### config.mk
export PLATFORM = sky130hd
export DESIGN_NAME = position_calc
export DESIGN_NICKNAME = d
export VERILOG_FILES = /design/src/rtl/position_calc.sv
export SDC_FILE = /design/constraint.sdc
export NUM_CORES = 1
export LEC_CHECK = 0
export BUFFER_PORTS_ARGS = -buffer_cell sky130_fd_sc_hd__buf_2
export CAP_MARGIN = 20
export CORE_UTILIZATION = 30
export CTS_BUF_LIST = sky130_fd_sc_hd__clkbuf_8
export CTS_CLUSTER_DIAMETER = 40
export DETAILED_ROUTE_END_ITERATION = 6
export HOLD_SLACK_MARGIN = 0.12
export PLACE_DENSITY = 0.56
export SETUP_SLACK_MARGIN = 0.4
export SYNTH_ARGS = -nofsm -noshare
export SYNTH_HDL_FRONTEND = slang
export SYNTH_SLANG_ARGS = --single-unit
### constraint.sdc
create_clock -name clk -period 16.7 [get_ports clk]
set_input_delay 3.34 -clock clk [delete_from_list [all_inputs] [get_ports clk]]
set_output_delay 3.34 -clock clk [all_outputs]
set_load 0.05 [all_outputs]
### src/rtl/position_calc.sv
// Delta-over-sigma X/Y/(optional Q) position from four trimmed button magnitudes; Q divider built when POSITION_CALC_Q_EN is defined.
// Latency: result toggle flips POS_WIDTH+1 edges after capture. Input sets that arrive while busy are dropped and counted.
module position_calc #(
    parameter int MAG_WIDTH = 26,
    parameter int POS_WIDTH = 24
) (
    input  logic                   clk,
    input  logic                   rst_n,
    input  logic                   trimmedToggle,
    input  logic [4*MAG_WIDTH-1:0] trimmed,
    input  logic                   overrunClear,
    output logic                   positionToggle,
    output logic [POS_WIDTH-1:0]   xPos,
    output logic [POS_WIDTH-1:0]   yPos,
    output logic [POS_WIDTH-1:0]   qPos,
    output logic [MAG_WIDTH+1:0]   sum,
    output logic                   sumZero,
    output logic                   busy,
    output logic [7:0]             overrunCount
);

    localparam int SW = MAG_WIDTH + 2;
    localparam int FW = POS_WIDTH - 1;
    localparam int CW = $clog2(POS_WIDTH);
`ifdef POSITION_CALC_Q_EN
    localparam int ND = 3;
`else
    localparam int ND = 2;
`endif

    typedef enum logic [1:0] {ST_IDLE, ST_SUM, ST_DIVIDE, ST_FINISH} state_t;

    state_t                 state_q, state_d;
    logic                   shadow_q, shadow_d;
    logic                   primed_q, primed_d;
    logic [MAG_WIDTH-1:0]   a_q, a_d, b_q, b_d, c_q, c_d, d_q, d_d;
    logic [SW-1:0]          s_q, s_d;
    logic [CW-1:0]          cnt_q, cnt_d;
    logic [SW-1:0]          rem_q [ND];
    logic [SW-1:0]          rem_d [ND];
    logic [FW-1:0]          quot_q [ND];
    logic [FW-1:0]          quot_d [ND];
    logic                   neg_q [ND];
    logic                   neg_d [ND];
    logic [POS_WIDTH-1:0]   pos_q [ND];
    logic [POS_WIDTH-1:0]   pos_d [ND];
    logic [SW-1:0]          sum_q, sum_d;
    logic                   sum_zero_q, sum_zero_d;
    logic                   ptog_q, ptog_d;
    logic [7:0]             ovr_q, ovr_d;

    logic                   evt;
    logic [SW-1:0]          a_ext, b_ext, c_ext, d_ext;
    logic [SW-1:0]          delta_c [ND];
    logic [SW-1:0]          abs_c [ND];
    logic [SW:0]            step_c [ND];

    // One restoring step; remainder never exceeds S, so 2r-S always fits SW bits.
    // S == 0 forces zero quotient bits so an all-zero set reads as position 0.
    function automatic logic [SW:0] div_step(input logic [SW-1:0] r, input logic [SW-1:0] s);
        logic [SW:0] r2;
        r2 = {r, 1'b0};
        if (s != '0 && r2 >= {1'b0, s})
            div_step = {1'b1, r2[SW-1:0] - s};
        else
            div_step = {1'b0, r2[SW-1:0]};
    endfunction

    assign evt   = primed_q && (trimmedToggle != shadow_q);
    assign a_ext = SW'(a_q);
    assign b_ext = SW'(b_q);
    assign c_ext = SW'(c_q);
    assign d_ext = SW'(d_q);

    always_comb begin
        delta_c[0] = (a_ext + d_ext) - (b_ext + c_ext);
        delta_c[1] = (a_ext + b_ext) - (c_ext + d_ext);
`ifdef POSITION_CALC_Q_EN
        delta_c[2] = (a_ext + c_ext) - (b_ext + d_ext);
`endif
        for (int i = 0; i < ND; i++) begin
            abs_c[i]  = delta_c[i][SW-1] ? -delta_c[i] : delta_c[i];
            step_c[i] = div_step(rem_q[i], s_q);
        end
    end

    always_comb begin
        state_d    = state_q;
        shadow_d   = trimmedToggle;
        primed_d   = 1'b1;
        a_d        = a_q;
        b_d        = b_q;
        c_d        = c_q;
        d_d        = d_q;
        s_d        = s_q;
        cnt_d      = cnt_q;
        rem_d      = rem_q;
        quot_d     = quot_q;
        neg_d      = neg_q;
        pos_d      = pos_q;
        sum_d      = sum_q;
        sum_zero_d = sum_zero_q;
        ptog_d     = ptog_q;
        ovr_d      = ovr_q;

        case (state_q)
            ST_IDLE: begin
                if (evt) begin
                    a_d     = trimmed[0*MAG_WIDTH +: MAG_WIDTH];
                    b_d     = trimmed[1*MAG_WIDTH +: MAG_WIDTH];
                    c_d     = trimmed[2*MAG_WIDTH +: MAG_WIDTH];
                    d_d     = trimmed[3*MAG_WIDTH +: MAG_WIDTH];
                    state_d = ST_SUM;
                end
            end
            ST_SUM: begin
                s_d = a_ext + b_ext + c_ext + d_ext;
                for (int i = 0; i < ND; i++) begin
                    neg_d[i]  = delta_c[i][SW-1];
                    rem_d[i]  = abs_c[i];
                    quot_d[i] = '0;
                end
                cnt_d   = CW'(FW);
                state_d = ST_DIVIDE;
            end
            ST_DIVIDE: begin
                for (int i = 0; i < ND; i++) begin
                    rem_d[i]  = step_c[i][SW-1:0];
                    quot_d[i] = {quot_q[i][FW-2:0], step_c[i][SW]};
                end
                cnt_d = cnt_q - 1'b1;
                if (cnt_q == CW'(1))
                    state_d = ST_FINISH;
            end
            ST_FINISH: begin
                for (int i = 0; i < ND; i++)
                    pos_d[i] = neg_q[i] ? -{1'b0, quot_q[i]} : {1'b0, quot_q[i]};
                sum_d      = s_q;
                sum_zero_d = (s_q == '0);
                ptog_d     = ~ptog_q;
                state_d    = ST_IDLE;
            end
            default: state_d = ST_IDLE;
        endcase

        // A clear coinciding with a drop still records that drop.
        if (overrunClear)
            ovr_d = (evt && state_q != ST_IDLE) ? 8'd1 : 8'd0;
        else if (evt && state_q != ST_IDLE && ovr_q != 8'hFF)
            ovr_d = ovr_q + 8'd1;
    end

    always_ff @(posedge clk or negedge rst_n) begin
        if (!rst_n) begin
            state_q    <= ST_IDLE;
            shadow_q   <= 1'b0;
            primed_q   <= 1'b0;
            a_q        <= '0;
            b_q        <= '0;
            c_q        <= '0;
            d_q        <= '0;
            s_q        <= '0;
            cnt_q      <= '0;
            sum_q      <= '0;
            sum_zero_q <= 1'b0;
            ptog_q     <= 1'b0;
            ovr_q      <= '0;
            for (int i = 0; i < ND; i++) begin
                rem_q[i]  <= '0;
                quot_q[i] <= '0;
                neg_q[i]  <= 1'b0;
                pos_q[i]  <= '0;
            end
        end else begin
            state_q    <= state_d;
            shadow_q   <= shadow_d;
            primed_q   <= primed_d;
            a_q        <= a_d;
            b_q        <= b_d;
            c_q        <= c_d;
            d_q        <= d_d;
            s_q        <= s_d;
            cnt_q      <= cnt_d;
            sum_q      <= sum_d;
            sum_zero_q <= sum_zero_d;
            ptog_q     <= ptog_d;
            ovr_q      <= ovr_d;
            rem_q      <= rem_d;
            quot_q     <= quot_d;
            neg_q      <= neg_d;
            pos_q      <= pos_d;
        end
    end

    assign positionToggle = ptog_q;
    assign xPos           = pos_q[0];
    assign yPos           = pos_q[1];
`ifdef POSITION_CALC_Q_EN
    assign qPos           = pos_q[2];
`else
    assign qPos           = '0;
`endif
    assign sum            = sum_q;
    assign sumZero        = sum_zero_q;
    assign busy           = (state_q != ST_IDLE);
    assign overrunCount   = ovr_q;

endmodule

# == Word level (Yosys, flattened, before mapping) ==
# Cells that the tools add are included.
# word_totals
regBits,331
in_bits,108
out_inout_bits,111
word_cells,76
# op_classes
n_addsub,16
order_cmp,2
eq_ne,8
muxes,15
bitwise,1
reduce_logical,13
# ops
operator,count
$pmux W56 S2,1
$add A26 B26 Y27,4
$pmux W46 S2,1
$ge A29 B28 Y1,2
$mux W29,2
$mux W28,2
$neg A28 Y28,2
$sub A28 B28 Y28,2
$mux W24,2
$neg A23 Y24,2
$add A27 B26 Y28,1
$add A28 B26 Y28,1
$logic_not A28 Y1,1
$reduce_bool A28 Y1,1
$sub A27 B27 Y28,1
$sub A28 B27 Y28,1
$mux W8,2
$pmux W5 S2,1
$add A8 B1 Y8 const B,1
$ne A8 B8 Y1 const B,1
$pmux W2 S4,1
$reduce_bool A2 Y1,3
$eq A5 B1 Y1 const B,1
$logic_and A1 B1 Y1,5
other kinds (10),14

# == Depth between registers and ports, before layout ==
# Gate-level depths: netlist of the first run.
# depth
depth_word,6
mapped_depth,28
depth_no_buf,26

# == Least setup slack after synthesis of the first run ==
# No wires, ideal clock.
# synth_path
path_type,register to register
start,register a_q[0]
end,register rem_q[26] in the netlist's numbering
setup_ns,0.133
arrival_time_ns,5.765
required_time_ns,16.567
slack_ns,10.802
stages_incl_launch_ff,28
path_buffers,1
synth_period_minus_slack_ns,5.898
cell_sequence,dfrtp_1 ha_1 fa_1 a21o_1 a211oi_1 o21ai_0 a21o_1 a21oi_1 o21ai_0 a21oi_1 o21bai_1 a21oi_1 xor2_1 fa_1 inv_1 ha_1 clkbuf_1 a21oi_1 o21ai_0 a211oi_1 o211ai_1 and2_1 a41oi_1 xor2_1 nand2_1 o41ai_2 xnor2_1 o211ai_2
# synth_between
elab_chain_len,5
# synth_rtl
element,line_no,rtl
"start, declared",36,"logic [MAG_WIDTH-1:0] a_q, a_d, b_q, b_d, c_q, c_d, d_q, d_d;"
"start signal, assigned",158,a_q <= '0;
"start signal, assigned",178,a_q <= a_d;
$add A26 B26 Y27 (*),77,delta_c[1] = (a_ext + b_ext) - (c_ext + d_ext);
$sub A28 B27 Y28 (*),77,
$neg A28 Y28,82,abs_c[i] = delta_c[i][SW-1] ? -delta_c[i] : delta_c[i];
$mux W28 (*),82,
$pmux W56 S2 (*),106,case (state_q)
"end signal, assigned",188,rem_q <= rem_d;
"end, declared",39,logic [SW-1:0] rem_q [ND];
# Every way passes the cells marked *; elsewhere a longest branch is shown, timed or not.
# A chain may end at the register's enable or synchronous reset.

# == Final worst setup path of the first run ==
# Ends and elaborated chain as after synthesis.

==> reports/qor.csv, run 1 <==
stage,metric,value,unit
clocking,cts_resized,0,
sta,fin_tns_setup,0,ps
sta,period_needed,6906,ps
synthesis,synth_cells,2853,
global_routing,grt_max_degree,158,
synthesis,synth_seq_cells,331,
min_path,worstHoldPathType,register to register,
sta,fin_crit_sh,41.35,%
worst_setup_path,cp_max_fo,10,
global_routing,grt.total_usage,16.67,%
worst_setup_path,crit_path_frequent_cell,a21oi_1,
clocking,max-clock-path-buffers,3,
worst_setup_path,required,17210,ps
finish,insertedDiodeCount,0,
finish,nFillCells,9018,
floorplan,die_w,298.7,µm
route,first_pass_iters,7,
finish,area_growth,14.60,%
place,io_buffers,194,
floorplan,die_area,0.08921,mm²
clocking,cts_hold_buf,0,
route,drc,0,
sta,rsz0062_at_grt,no,
worst_setup_path,r2r_slack,9790,ps
clocking,cts_tree,yes,
synthesis,yosysWarningCount,0,
clocking,cts_root_buf,clkbuf_8,
run,cap_violations,0,
synthesis,seq_area_frac_synth,31.37,%
clocking,numCtsBuffers,76,
synthesis,synth_area,0.02641,mm²
finish,final_nets,3429,
worst_setup_path,endpoint_kind,register,
route,drtIter0Drc,1078,
floorplan,num_rows,108,
synthesis,synthFlopType,dfrtp_1,
worst_setup_path,worstPathArrival,7420,ps
synthesis,synth_edf_count,0,
finish,drive_above_1_share,17.34,%
clocking,clock_latency,670,ps
global_routing,gr-total-overflow,0,
sta,setup_viol,0,
synthesis,synthDistinctLibCells,87,
route,ant_nets,0,
global_routing,grt_pass1_vias,21110,
synthesis,synth_area_per_cell,9.256,µm²
sta,slew_headroom,33.75,%
synthesis,synthTopCellsByArea,"dfrtp_1 (31%), ha_1 (8.3%), fa_1 (8.2%)",
worst_setup_path,critical_path.slowest_cell,a21oi_1,
clocking,cts_sinks,331,
global_routing,grt_pass1_wl,118.7,mm
floorplan,ios,219,
synthesis,async_flop_share,100.0,%
sta,clock.fmax,144.8,MHz
place,dp_hpwl,57.16,mm
sta,hold_viol,0,
floorplan,initial_core_util,30.34,%
run_status,outcome,"complete, no violations",
global_routing,antenna_found_initial,0,
clocking,htree_levels,3,
floorplan,dieHeight,298.7,µm
clocking,postCtsSetupRepairBufs,0,
route,drt-total-wl,74.05,mm
worst_setup_path,start_kind,register,
sta,worst_pin_slew,984.6,ps
route,dr_total_vias,21044,
place,gp_congestion,0.8781,
synthesis,synth_top_cell_area_share,31.37,%
floorplan,core_region_area,0.08702,mm²
sta,worst_clock_skew,29.00,ps
clocking,clk_pin_slew_worst_paths,60,ps
route,vias_per_cell,4.950,
route,wire_per_inst,17.42,µm
sta,maxSlewViolCount,0,
sta,holdWs,458.5,ps
synthesis,synth_largest_area_cell,dfrtp_1,
worst_setup_path,slowest_delay,520,ps
worst_setup_path,critical_path_class,register to register,
[cell usage after synthesis (all sizes together) (34+ instances only)]
master / count
nand2: 167
nor3: 34
dfrtp: 331
a21o: 86
buf: 45
mux2: 162
xor2: 80
ha: 175
xnor2: 141
mux2i: 39
nand3: 89
o21ai: 177
fa: 108
nor2: 176
inv: 295
a21oi: 209
clkbuf: 83
[critical path, delay by kind of cell (launching register included)]
| family | cells | cell delay, ps |
|---|---|---|
| XOR/XNOR | 3 | 730 |
| buffers and inverters | 1 | 90 |
| AO/OA/AOI/OAI | 16 | 3680 |
| AND/OR/NAND/NOR | 2 | 390 |
| adder cells (fa/ha/maj) | 4 | 1450 |
| flip-flops | 1 | 410 |
[worst paths after layout]
| path | from | endpoint | depth (start not counted) |
|---|---|---|---|
| max in group asynchronous | rst_n | a_q[19]$_DFFE_PN0P_ | 3 |
| min in group asynchronous | rst_n | primed_q$_DFF_PN0_ | 1 |
| hold / removal | positionToggle$_DFFE_PN0N_ | positionToggle$_DFFE_PN0N_ | 1 |
| setup / recovery | a_q[0]$_DFFE_PN0P_ | rem_q[26]$_DFFE_PN0P_ | 26 |
| hold reg to reg | positionToggle$_DFFE_PN0N_ | positionToggle$_DFFE_PN0N_ | 1 |
| setup reg to reg | a_q[0]$_DFFE_PN0P_ | rem_q[26]$_DFFE_PN0P_ | 26 |
[metrics by stage]
step	worst slack [ps]	instances	util (%)	area, µm²
floorplan	10800	2876	-	26490
global placement	9916	4115	32.81	28550
detailed placement	9800	4115	32.81	28550
CTS	9753	4251	34.77	30260
global route	9177	4251	34.77	30260
finish	9794	4251	34.77	30260
[state kept, by name, indices dropped and copies added, names as in the netlist, 2 cells and up]
| signal | flops |
|---|---|
| sum | 28 |
| s_q | 28 |
| quot_q | 46 |
| state_q | 2 |
| neg_q | 2 |
| c_q | 26 |
| overrunCount | 8 |
| yPos | 24 |
| rem_q | 56 |
| b_q | 26 |
| d_q | 26 |
| a_q | 26 |
| cnt_q | 5 |
| xPos | 24 |
[routing by layer]
| metal | vias up | routed length [µm] | global-route usage [%] |
|---|---|---|---|
| met3 | 133 | 3087 | 2.399 |
| met1 | 10061 | 33960 | 22.11 |
| met2 | 496 | 34150 | 27.24 |
| met4 | 0 | 2845 | 6.630 |
| li1 | 10354 | - | - |
| met5 | - | 0 | 0 |
[cells by family after synthesis]
logic type	Yosys count	synth area share (%)
mux	201	8.387
xor+xnor	221	7.330
buf+inv	424	6.416
simple gates	645	11.87
compound gates	746	18.12
other cells	2	0.02844
fa+ha+maj	283	16.48
flops	331	31.37
[area by class of cell]
type	count	area [µm²]	share of cell area [%]
inverters	296	1111	3.672
clock inverters	55	591.8	1.956
clock buffers	81	1115	3.684
well taps	1155	1445	4.776
multi-input cells	2121	16590	54.81
flip-flops and latches	331	8283	27.37
repair buffers	212	1129	3.729
[cell usage in the layout (no fill, tap or decap), drive strengths merged, types with 29 or more instances in the layout]
| cell type | count |
|---|---|
| xor2 | 80 |
| ha | 175 |
| nand2 | 167 |
| nor3 | 34 |
| clkbuf | 81 |
| dfrtp | 331 |
| mux2i | 39 |
| o211ai | 29 |
| o21a | 29 |
| o21ai | 177 |
| buf | 212 |
| a21oi | 209 |
| inv | 311 |
| mux2 | 162 |
| nand3 | 89 |
| a21o | 86 |
| nor2 | 176 |
| xnor2 | 141 |
| fa | 108 |
Power of run 1 is not shown: default switching activity piles up to over one toggle a cycle in this logic, so the estimate is an artifact.
==> run 2, diff against run 1 <==
==> constraint.sdc (replaced) <==
create_clock -name clk -period 6.42 [get_ports clk]
set_input_delay 1.284 -clock clk [delete_from_list [all_inputs] [get_ports clk]]
set_output_delay 1.284 -clock clk [all_outputs]
set_load 0.05 [all_outputs]
==> run 2 against run 1 <==
Global-route usage shrank 0.19 points. Largest cell class unchanged. Final area grew 1.8%. Register-to-register slack lost 9200 ps. Clock-buffer cell count grew 9. Routed wire length grew 0.29%. Clock skew shrank 6.7 ps. Cell count grew 0.82%. Die area is the same. First-iteration DRC count grew 15%. Critical endpoint unchanged.
==> reports/qor.csv, run 2 (synthesis results as in run 1) <==
stage,metric,value,unit
route,vias_per_cell,4.947,
worst_setup_path,cp_max_fo,9,
route,wire_per_inst,17.33,µm
worst_setup_path,endpoint_kind,register,
route,dr_total_vias,21202,
run_status,outcome,"complete, no violations",
worst_setup_path,critical_path_class,register to register,
sta,holdWs,458.5,ps
clocking,clock_latency,680,ps
floorplan,num_rows,108,
sta,fin_tns_setup,0,ps
clocking,clk_pin_slew_worst_paths,60,ps
global_routing,grt_max_degree,136,
sta,period_needed,5874,ps
clocking,cts_sinks,331,
route,drc,0,
clocking,cts_hold_buf,0,
floorplan,dieHeight,298.7,µm
sta,fin_crit_sh,91.50,%
finish,mostFrequentLayoutCell,dfrtp_1,
sta,setup_viol,0,
worst_setup_path,start_kind,register,
finish,area_growth,16.72,%
clocking,cts_tree,yes,
sta,hold_viol,0,
global_routing,antenna_found_initial,0,
sta,clock.fmax,170.2,MHz
worst_setup_path,slowest_delay,460,ps
sta,worst_pin_slew,869.5,ps
finish,insertedDiodeCount,0,
place,gp_congestion,0.8944,
route,drt-total-wl,74.26,mm
floorplan,die_area,0.08921,mm²
route,first_pass_iters,6,
floorplan,die_w,298.7,µm
floorplan,initial_core_util,30.34,%
floorplan,core_region_area,0.08702,mm²
clocking,cts_root_buf,clkbuf_8,
global_routing,grt_pass1_vias,20910,
finish,final_nets,3464,
global_routing,grt.total_usage,16.47,%
sta,rsz0062_at_grt,yes,
clocking,max-clock-path-buffers,3,
global_routing,gr-total-overflow,0,
route,ant_nets,0,
worst_setup_path,required,6960,ps
run,cap_violations,0,
global_routing,grt_pass1_wl,117.4,mm
sta,slew_headroom,42.03,%
route,drtIter0Drc,1244,
min_path,worstHoldPathType,register to register,
finish,layout_common_cells,"dfrtp_1 (329), inv_1 (299), a21oi_1 (198)",
clocking,htree_levels,3,
worst_setup_path,critical_path.slowest_cell,fa_1,
place,dp_hpwl,57.04,mm
finish,largest_reg_flops,56,
clocking,numCtsBuffers,75,
floorplan,ios,219,
worst_setup_path,worstPathArrival,6410,ps
finish,drive_above_1_share,20.25,%
place,io_buffers,194,
worst_setup_path,critPathBufInv,3,
worst_setup_path,crit_family,compound AO/OA/AOI/OAI gates,
finish,largestRegisters,"rem_q: 56 flops, quot_q: 46 flops",
sta,worst_clock_skew,22.35,ps
sta,maxSlewViolCount,0,
finish,top_register,rem_q,
run 2: cell type report:
type	instances	area [µm²]
Multi-Input combinational cell	2121	16910
Clock buffer	90	1239
Fill cell	9016	56200
Sequential cell	331	8285
Tap cell	1155	1445
Timing Repair Buffer	248	1436
Inverter	296	1111
Clock inverter	45	391.6
run 2: metrics by stage:
stage	area [µm²]	utilization [%]	setup slack, ps	std cells
after floorplan	26490	-	522.3	2876
after global placement	28680	32.95	101.8	4128
after detailed placement	28680	32.95	17.54	4128
after CTS	30410	34.95	397.0	4272
after global routing	30820	35.42	267.2	4286
final	30820	35.42	546.0	4286
run 2: routing by layer:
metal | vias to the layer above | global-route usage (%) | wire length (µm)
li1 | 10409 | - | -
met1 | 10159 | 21.75 | 33680
met2 | 485 | 26.79 | 34550
met3 | 149 | 2.850 | 3349
met4 | 0 | 6.349 | 2672
met5 | - | 0 | 0
run 2: repair_timing:
action,in CTS,in global routing
resized for setup,12,66
cloned,0,1
pin swaps,12,43
setup endpoints to repair,27,29
setup buffers,9,12
run 2: path summary, 6_finish.rpt:
check                                           startpoint                          to  slack, ps  depth (start not counted)
min in group asynchronous                            rst_n         yPos[4]$_DFFE_PN0N_        680                          1
worst min-delay path            positionToggle$_DFFE_PN0N_  positionToggle$_DFFE_PN0N_        460                          1
worst min register to register  positionToggle$_DFFE_PN0N_  positionToggle$_DFFE_PN0N_        460                          1
worst max register to register          a_q[0]$_DFFE_PN0P_       rem_q[26]$_DFFE_PN0P_        550                         26
max in group asynchronous                            rst_n         a_q[19]$_DFFE_PN0P_       4430                          2
worst max-delay path                    a_q[0]$_DFFE_PN0P_       rem_q[26]$_DFFE_PN0P_        550                         26
Power of run 2 is left out for the same reason.
